==> src/rtl/serial_adder_deser_if.sv <==
// Bit-serial receive bus: LSB-first serial input with framing strobe, and
// the parallel word output with its valid and framing-error pulses.
interface serial_adder_deser_if #(
   parameter int WORDWIDTH = 8
);
   logic                 din;
   logic                 din_valid;
   logic                 sof;
   logic [WORDWIDTH-1:0] data_out;
   logic                 data_valid;
   logic                 frame_err;

   modport master (
      output din, din_valid, sof,
      input  data_out, data_valid, frame_err
   );

   modport slave (
      input  din, din_valid, sof,
      output data_out, data_valid, frame_err
   );
endinterface

==> src/rtl/serial_adder_deser.sv <==
// Serial-in, parallel-out deserializer for the bit-serial CIC datapath:
// assembles LSB-first words framed by sof and flags words cut short.
module serial_adder_deser #(
   parameter int WORDWIDTH = 8
) (
   input logic                clk,
   input logic                rst_n,
   serial_adder_deser_if.slave bus
);
   localparam int                CNT_W = $clog2(WORDWIDTH);
   localparam logic [CNT_W-1:0]  LAST  = CNT_W'(WORDWIDTH - 1);
   localparam logic [CNT_W-1:0]  ONE   = CNT_W'(1);

   typedef enum logic {IDLE, SHIFT} state_t;

   // Only the W-1 most recent bits need storing; the incoming bit completes the word.
   function automatic logic [WORDWIDTH-1:0] shift_in(
      input logic                 d,
      input logic [WORDWIDTH-2:0] s
   );
      return {d, s};
   endfunction

   state_t                state_p0, state_nxt;
   logic [CNT_W-1:0]      bit_cnt_p0, bit_cnt_nxt;
   logic [WORDWIDTH-2:0]  shreg_p0, shreg_nxt;
   logic [WORDWIDTH-1:0]  word_w;
   logic [WORDWIDTH-1:0]  data_out_p1, data_out_nxt;
   logic                  vld_p1, vld_nxt;
   logic                  frame_err_p1, frame_err_nxt;

   always_comb begin
      word_w        = shift_in(bus.din, shreg_p0);
      state_nxt     = state_p0;
      bit_cnt_nxt   = bit_cnt_p0;
      shreg_nxt     = shreg_p0;
      data_out_nxt  = data_out_p1;
      vld_nxt       = 1'b0;
      frame_err_nxt = 1'b0;
      case (state_p0)
         IDLE: begin
            if (bus.din_valid && bus.sof) begin
               shreg_nxt   = word_w[WORDWIDTH-1:1];
               bit_cnt_nxt = ONE;
               state_nxt   = SHIFT;
            end
         end
         SHIFT: begin
            if (bus.din_valid) begin
               shreg_nxt = word_w[WORDWIDTH-1:1];
               if (bus.sof) begin
                  frame_err_nxt = 1'b1;
                  bit_cnt_nxt   = ONE;
               end else if (bit_cnt_p0 == LAST) begin
                  data_out_nxt = word_w;
                  vld_nxt      = 1'b1;
                  bit_cnt_nxt  = '0;
                  state_nxt    = IDLE;
               end else begin
                  bit_cnt_nxt = bit_cnt_p0 + ONE;
               end
            end
         end
         default: state_nxt = IDLE;
      endcase
   end

   // Stage p0: assembly state; stage p1: registered word and pulses.
   always_ff @(posedge clk) begin
      if (!rst_n) begin
         state_p0     <= IDLE;
         bit_cnt_p0   <= '0;
         shreg_p0     <= '0;
         data_out_p1  <= '0;
         vld_p1       <= 1'b0;
         frame_err_p1 <= 1'b0;
      end else begin
         state_p0     <= state_nxt;
         bit_cnt_p0   <= bit_cnt_nxt;
         shreg_p0     <= shreg_nxt;
         data_out_p1  <= data_out_nxt;
         vld_p1       <= vld_nxt;
         frame_err_p1 <= frame_err_nxt;
      end
   end

   assign bus.data_out   = data_out_p1;
   assign bus.data_valid = vld_p1;
   assign bus.frame_err  = frame_err_p1;
endmodule

==> src/flat_wrapper.sv <==
// flat-port wrapper written by rule: the top's interface ports become plain ports
module serial_adder_deser_flat 
#(
   parameter int WORDWIDTH = 8
)
  (clk, rst_n, bus_din, bus_din_valid, bus_sof, bus_data_out, bus_data_valid, bus_frame_err);
  serial_adder_deser_if #(.WORDWIDTH(WORDWIDTH)) bus_i ();
  input logic clk;
  input logic rst_n;
  input wire logic [$bits(bus_i.din)-1:0] bus_din;
  input wire logic [$bits(bus_i.din_valid)-1:0] bus_din_valid;
  input wire logic [$bits(bus_i.sof)-1:0] bus_sof;
  output wire logic [$bits(bus_i.data_out)-1:0] bus_data_out;
  output wire logic [$bits(bus_i.data_valid)-1:0] bus_data_valid;
  output wire logic [$bits(bus_i.frame_err)-1:0] bus_frame_err;
  assign bus_i.din = bus_din;
  assign bus_i.din_valid = bus_din_valid;
  assign bus_i.sof = bus_sof;
  assign bus_data_out = bus_i.data_out;
  assign bus_data_valid = bus_i.data_valid;
  assign bus_frame_err = bus_i.frame_err;
  serial_adder_deser #(.WORDWIDTH(WORDWIDTH)) u_core (.clk(clk), .rst_n(rst_n), .bus(bus_i));
endmodule
==> config.mk <==
export PLATFORM = sky130hd
export DESIGN_NAME = serial_adder_deser_flat
export DESIGN_NICKNAME = d
export VERILOG_FILES = /design/src/rtl/serial_adder_deser_if.sv /design/src/rtl/serial_adder_deser.sv /design/src/flat_wrapper.sv
export SDC_FILE = /design/constraint.sdc
export NUM_CORES = 1
export LEC_CHECK = 0
export ABC_AREA = 1
export BUFFER_PORTS_ARGS = -buffer_cell sky130_fd_sc_hd__buf_2
export CORE_UTILIZATION = 30
export CTS_BUF_LIST = sky130_fd_sc_hd__clkbuf_2
export CTS_CLUSTER_DIAMETER = 40
export CTS_CLUSTER_SIZE = 16
export DETAILED_ROUTE_END_ITERATION = 10
export GPL_ROUTABILITY_DRIVEN = 0
export MAX_ROUTING_LAYER = met4
export PLACE_DENSITY_LB_ADDON = 0.1
export SLEW_MARGIN = 20
export SYNTH_ARGS = -nofsm -noshare
export SYNTH_HDL_FRONTEND = slang
export SYNTH_SLANG_ARGS = --single-unit
==> constraint.sdc <==
create_clock -name clk -period 1.45 [get_ports clk]
set_input_delay 0.2175 -clock clk [delete_from_list [all_inputs] [get_ports clk]]
set_output_delay 0.2175 -clock clk [all_outputs]
set_load 0.01 [all_outputs]
==> Yosys cells after proc, flatten, opt, wreduce, memory -nomap -nowiden <==
Cells that the tools add are included.
Widths: inputs -> output; s select.
{ "op_classes": {"n_addsub": 1, "n_eq_ne": 3, "mux": 15, "bitwise": 4, "n_reduce_logical": 5} }
{ "ops": {"columns": ["cell", "count"], "rows": [
  ["$mux 7", 2],
  ["$pmux 7 s2", 1],
  ["$mux 3", 4],
  ["$mux 1", 6],
  ["$pmux 3 s2", 1],
  ["$not 1->1", 4],
  ["$reduce_and 4->1", 1],
  ["$reduce_or 4->1", 1],
  ["$add 3x1->3 const B", 1],
  ["$eq 3x3->1 const B", 1],
  ["$reduce_and 3->1", 1],
  ["$ne 2x1->1 const B", 1],
  ["$ne 2x2->1 const B", 1],
  ["$pmux 1 s2", 1],
  ["$reduce_and 2->1", 1],
  ["$logic_and 1x1->1", 1]
]} }
{ "totals": {"ff_bits": 21, "in_bits": 5, "output_inout_bits": 10} }

==> Longest topological paths before layout <==
{ "logic_depth": {"depth_word": 5, "ltp_mapped": 7} }

==> Worst setup path after synthesis <==
No wires, ideal clock.
{ "synth_path": {"path_type": "reg-to-reg", "start": "register u_core.bit_cnt_p0[0]", "end": "register u_core.data_out_p1[0] (netlist: u_core.bus.data_out[0])", "setup_time_ns": 0.113, "t_arrival_ns": 1.179, "setup_slack_ns": 0.158, "path_stages_with_launch": 8, "n_path_buf": 0, "period_less_slack_ns": 1.292, "path_cell_list": "dfxtp_1 ha_1 ha_1 inv_1 nor2_1 nand3_1 nand2_1 nor2_1"} }
{ "synth_between": {"elab_chain_len": 2} }
{ "synth_lines": {"columns": ["element", "line", "source"], "rows": [
  ["start, declared", "serial_adder_deser.sv:25", "logic [CNT_W-1:0] bit_cnt_p0, bit_cnt_nxt;"],
  ["start signal, assigned", "serial_adder_deser.sv:79", "bit_cnt_p0 <= bit_cnt_nxt;"],
  ["$eq 3x3->1", "serial_adder_deser.sv:54", "end else if (bit_cnt_p0 == LAST) begin"],
  ["$reduce_and 4->1 (no source line)", null, null],
  ["end signal, assigned", "serial_adder_deser.sv:81", "data_out_p1 <= data_out_nxt;"],
  ["end, declared", "serial_adder_deser.sv:28", "logic [WORDWIDTH-1:0] data_out_p1, data_out_nxt;"]
]} }
No other way between the ends.
A chain may end at the register's enable or synchronous reset.

==> Final worst setup path <==
{ "layout_path": {"start": "register u_core.bit_cnt_p0[0]", "end": "register u_core.data_out_p1[5] (netlist: u_core.bus.data_out[5])"} }
The elaborated chain is that of the path after synthesis.

==> summary.md <==
| Metric | Value |
|---|---|
| Cell area after layout | `1012 um2` |
| Root Buffer | `clkbuf_2` |
| Drt total wl | `between 1500 and 2000 um` |
| Via count | `between 700 and 800` |
| Seq cells post-synth | `21` |
| Vias per cell | `4.408` |
| Max Clock Freq | `between 700 and 800 MHz` |
| GRT overflow | `0` |
| Post-Syn Nets | `between 100 and 150` |
| # DRC | `0` |
| Slew Viols, Final | `0` |
| Pwr/cell area | `between 800 and 900 nW/um2` |
| Max Cap Viol | `0` |
| Clk_skew | `about 2.3 ps` |
| DP Area | `roughly 980 um2` |
| Port Buffers | `14` |
| Final Non-Filler Cells | `around 170` |
| Post-synthesis cell count | `121` |
| Slowest CP cell | `dfxtp_2` |
| Placed Cells | `roughly 160` |
| Worst skew pair latency | `roughly 310 ps` |
| CTS tree | `built` |
| Final setup TNS | `0 ps` |
| CP top delay family | `adder cells` |
| IO Pins | `15` |
| Crit-path cells | `ha_1 -> ha_1 -> inv_1 -> nor2_1 -> buf_4 -> nand3_1 -> nand2_1 -> nor2_1` |
| Layout cells sized above 1 | `0.1812` |
| Num Clock Sinks | `21` |
| Commonest cells after routing, fill and taps aside | `nand2_1 (22), nor2_1 (22), dfxtp_1 (20)` |
| Post-synthesis cell type count | `14` |
| Largest net degree at the start of global routing | `13` |
| Fill count | `a little over 300` |
| Slew of the pin with the lowest slew margin | `376.5 ps` |
| Largest area contributor in the netlist | `dfxtp_1` |
| CP endpoint kind | `flop` |
| Status | `finished clean` |
| Ant. Diodes | `0` |
| HPWL after DPL | `approximately 1300 um` |
| Syn-to-layout area delta | `14.27%` |
| CTS buffer count | `3` |
| Synth top area share | `0.4746` |
| 1st-pass router iterations | `4` |
| First-pass GRT wire length | `about 2900 um` |
| Reg clk slew, reported paths | `around 180 ps` |
| Pre-CTS WS | `between 150 and 200 ps` |
| Setup CP Type | `flop to flop` |
| Area of the die | `roughly 3200 um2` |
| Min Tclk post-route | `1318 ps` |
| CP required | `between 1500 and 2000 ps` |
| VDD IR-drop max | `0.4369 mV` |
| Vias in the first global route | `about 660` |
| Die Ht | `approximately 56 um` |
| Register area share after synthesis | `0.4746` |
| Final Hold Vio Count | `0` |
| Post-Syn Area per Cell | `7.321 um2` |
| YS warnings | `0` |
| H-tree Lvls | `1` |
| Final number of setup-violating endpoints | `0` |
| Total track usage | `0.1200` |
| Post-DRT Antenna Nets | `0` |
| Nets@finish | `147` |
| WP data arrival | `roughly 1600 ps` |
| Worst min path class | `input pin to flop` |
| Clock Tree Buf Depth | `2` |
| Initial Util | `0.3185` |
| Synth area leaders | `dfxtp_1 (47%), nand3_1 (11%), nand2_1 (9.3%)` |
| Routed len/inst | `9.888 um` |
| Worst path max stage delay | `between 300 and 400 ps` |
| Total core area | `around 2800 um2` |
| Pleak | `~0.46 nW` |
| Starting DRT DRC Count | `24` |
| CP startpoint kind | `flop` |
| RSZ-0062 raised after global routing | `false` |
| Die W | `56.34 um` |
| Post-Syn Area | `around 890 um2` |
| Slew headroom | `0.7487` |
| CP Buf/Inv Count | `2` |
| Worst-path fanout max | `8` |
| # rows | `19` |
| Fin crit share | `0.9090` |
| Setup WS post-layout | `roughly 130 ps` |
| Initial antenna violation count | `0` |
[routing by layer]
metal  up-vias  share of wire  GRT usage
li1        412              -          -
met1       318           0.53     0.1514
met2        13           0.42     0.1701
met3         2          0.041    0.05300
met4         0         0.0084    0.04181
met5         -              0          -
[final cells by class]
type | instances | area (um2) | share of cell area
sequential | 21 | 421.7 | 0.4166
multi-input combinational | 80 | 375.4 | 0.3708
timing repair buffer | 18 | 100.1 | 0.09889
inverter | 15 | 56.30 | 0.05562
tap | 31 | 38.79 | 0.03832
clock buffer | 4 | 20.02 | 0.01978
[synthesized netlist by cell type]
library cell / instances
nand2_1: 22
nor2_1: 22
dfxtp_1: 21
nand3_1: 19
inv_1: 15
a21oi_1: 9
buf_2: 3
ha_1: 3
nor3_1: 2
buf_4: 1
buf_6: 1
nand2_2: 1
nor2_4: 1
o21ai_0: 1
[worst reg2reg max path, delay by kind of cell, from the launching register on]
family / cells / cell delay [ps]
buffers and inverters: 2 / 230
flip-flops: 1 / 360
adder cells (fa/ha/maj): 2 / 430
AND/OR/NAND/NOR: 4 / 260
[report_power, final]
| group | internal, mW | leakage (nW) | switching, mW |
|---|---|---|---|
| sequential | 0.586 | 0.170 | 0.00482 |
| combinational | 0.0233 | 0.269 | 0.0461 |
| clock | 0.0731 | 0.0166 | 0.167 |
[cells by family (layout without fill, tap and decap cells)]
group	Yosys count	count (layout)	share of synthesized area
AND/OR/NAND/NOR	67	67	0.3249
flip-flops	21	21	0.4746
adder cells (fa/ha/maj)	3	3	0.04238
AO/OA/AOI/OAI	10	10	0.05649
buffers and inverters	20	37	0.1017
[metrics by stage]
| stage | hold WS [ps] | total power, mW | util |
|---|---|---|---|
| floorplan | 362.1 | 0.6517 | - |
| global placement | 461.5 | 0.6691 | 0.3536 |
| detailed placement | 467.4 | 0.6686 | 0.3536 |
| CTS | 122.5 | 0.9185 | 0.3608 |
| global route | 118.5 | 0.9597 | 0.3639 |
| finish | 153.9 | 0.9002 | 0.3639 |
[registers in the layout (all words and copies together), names as in the netlist]
register,flops
u_core.shreg_p0,7
u_core.state_p0,1
u_core.bus.data_out,8
u_core.bit_cnt_p0,3
u_core.bus.data_valid,1
u_core.bus.frame_err,1
[worst paths after layout]
check	startpoint	to	slack, ps	depth (start not counted)
setup / recovery	u_core.bit_cnt_p0[0]	u_core.bus.data_out[5]	130	8
hold / removal	bus_din	u_core.shreg_p0[6]	150	3
setup reg to reg	u_core.bit_cnt_p0[0]	u_core.bus.data_out[5]	130	8
hold reg to reg	u_core.bus.data_out[4]	u_core.bus.data_out[4]	490	2
[repair_timing]
action                                  CTS  global route
endpoints found under the setup margin    0             7
hold buffers                              0             0
setup buffers                             0             1
resized for setup                         0             1
No activity file was read; power rests on OpenSTA's default activity.
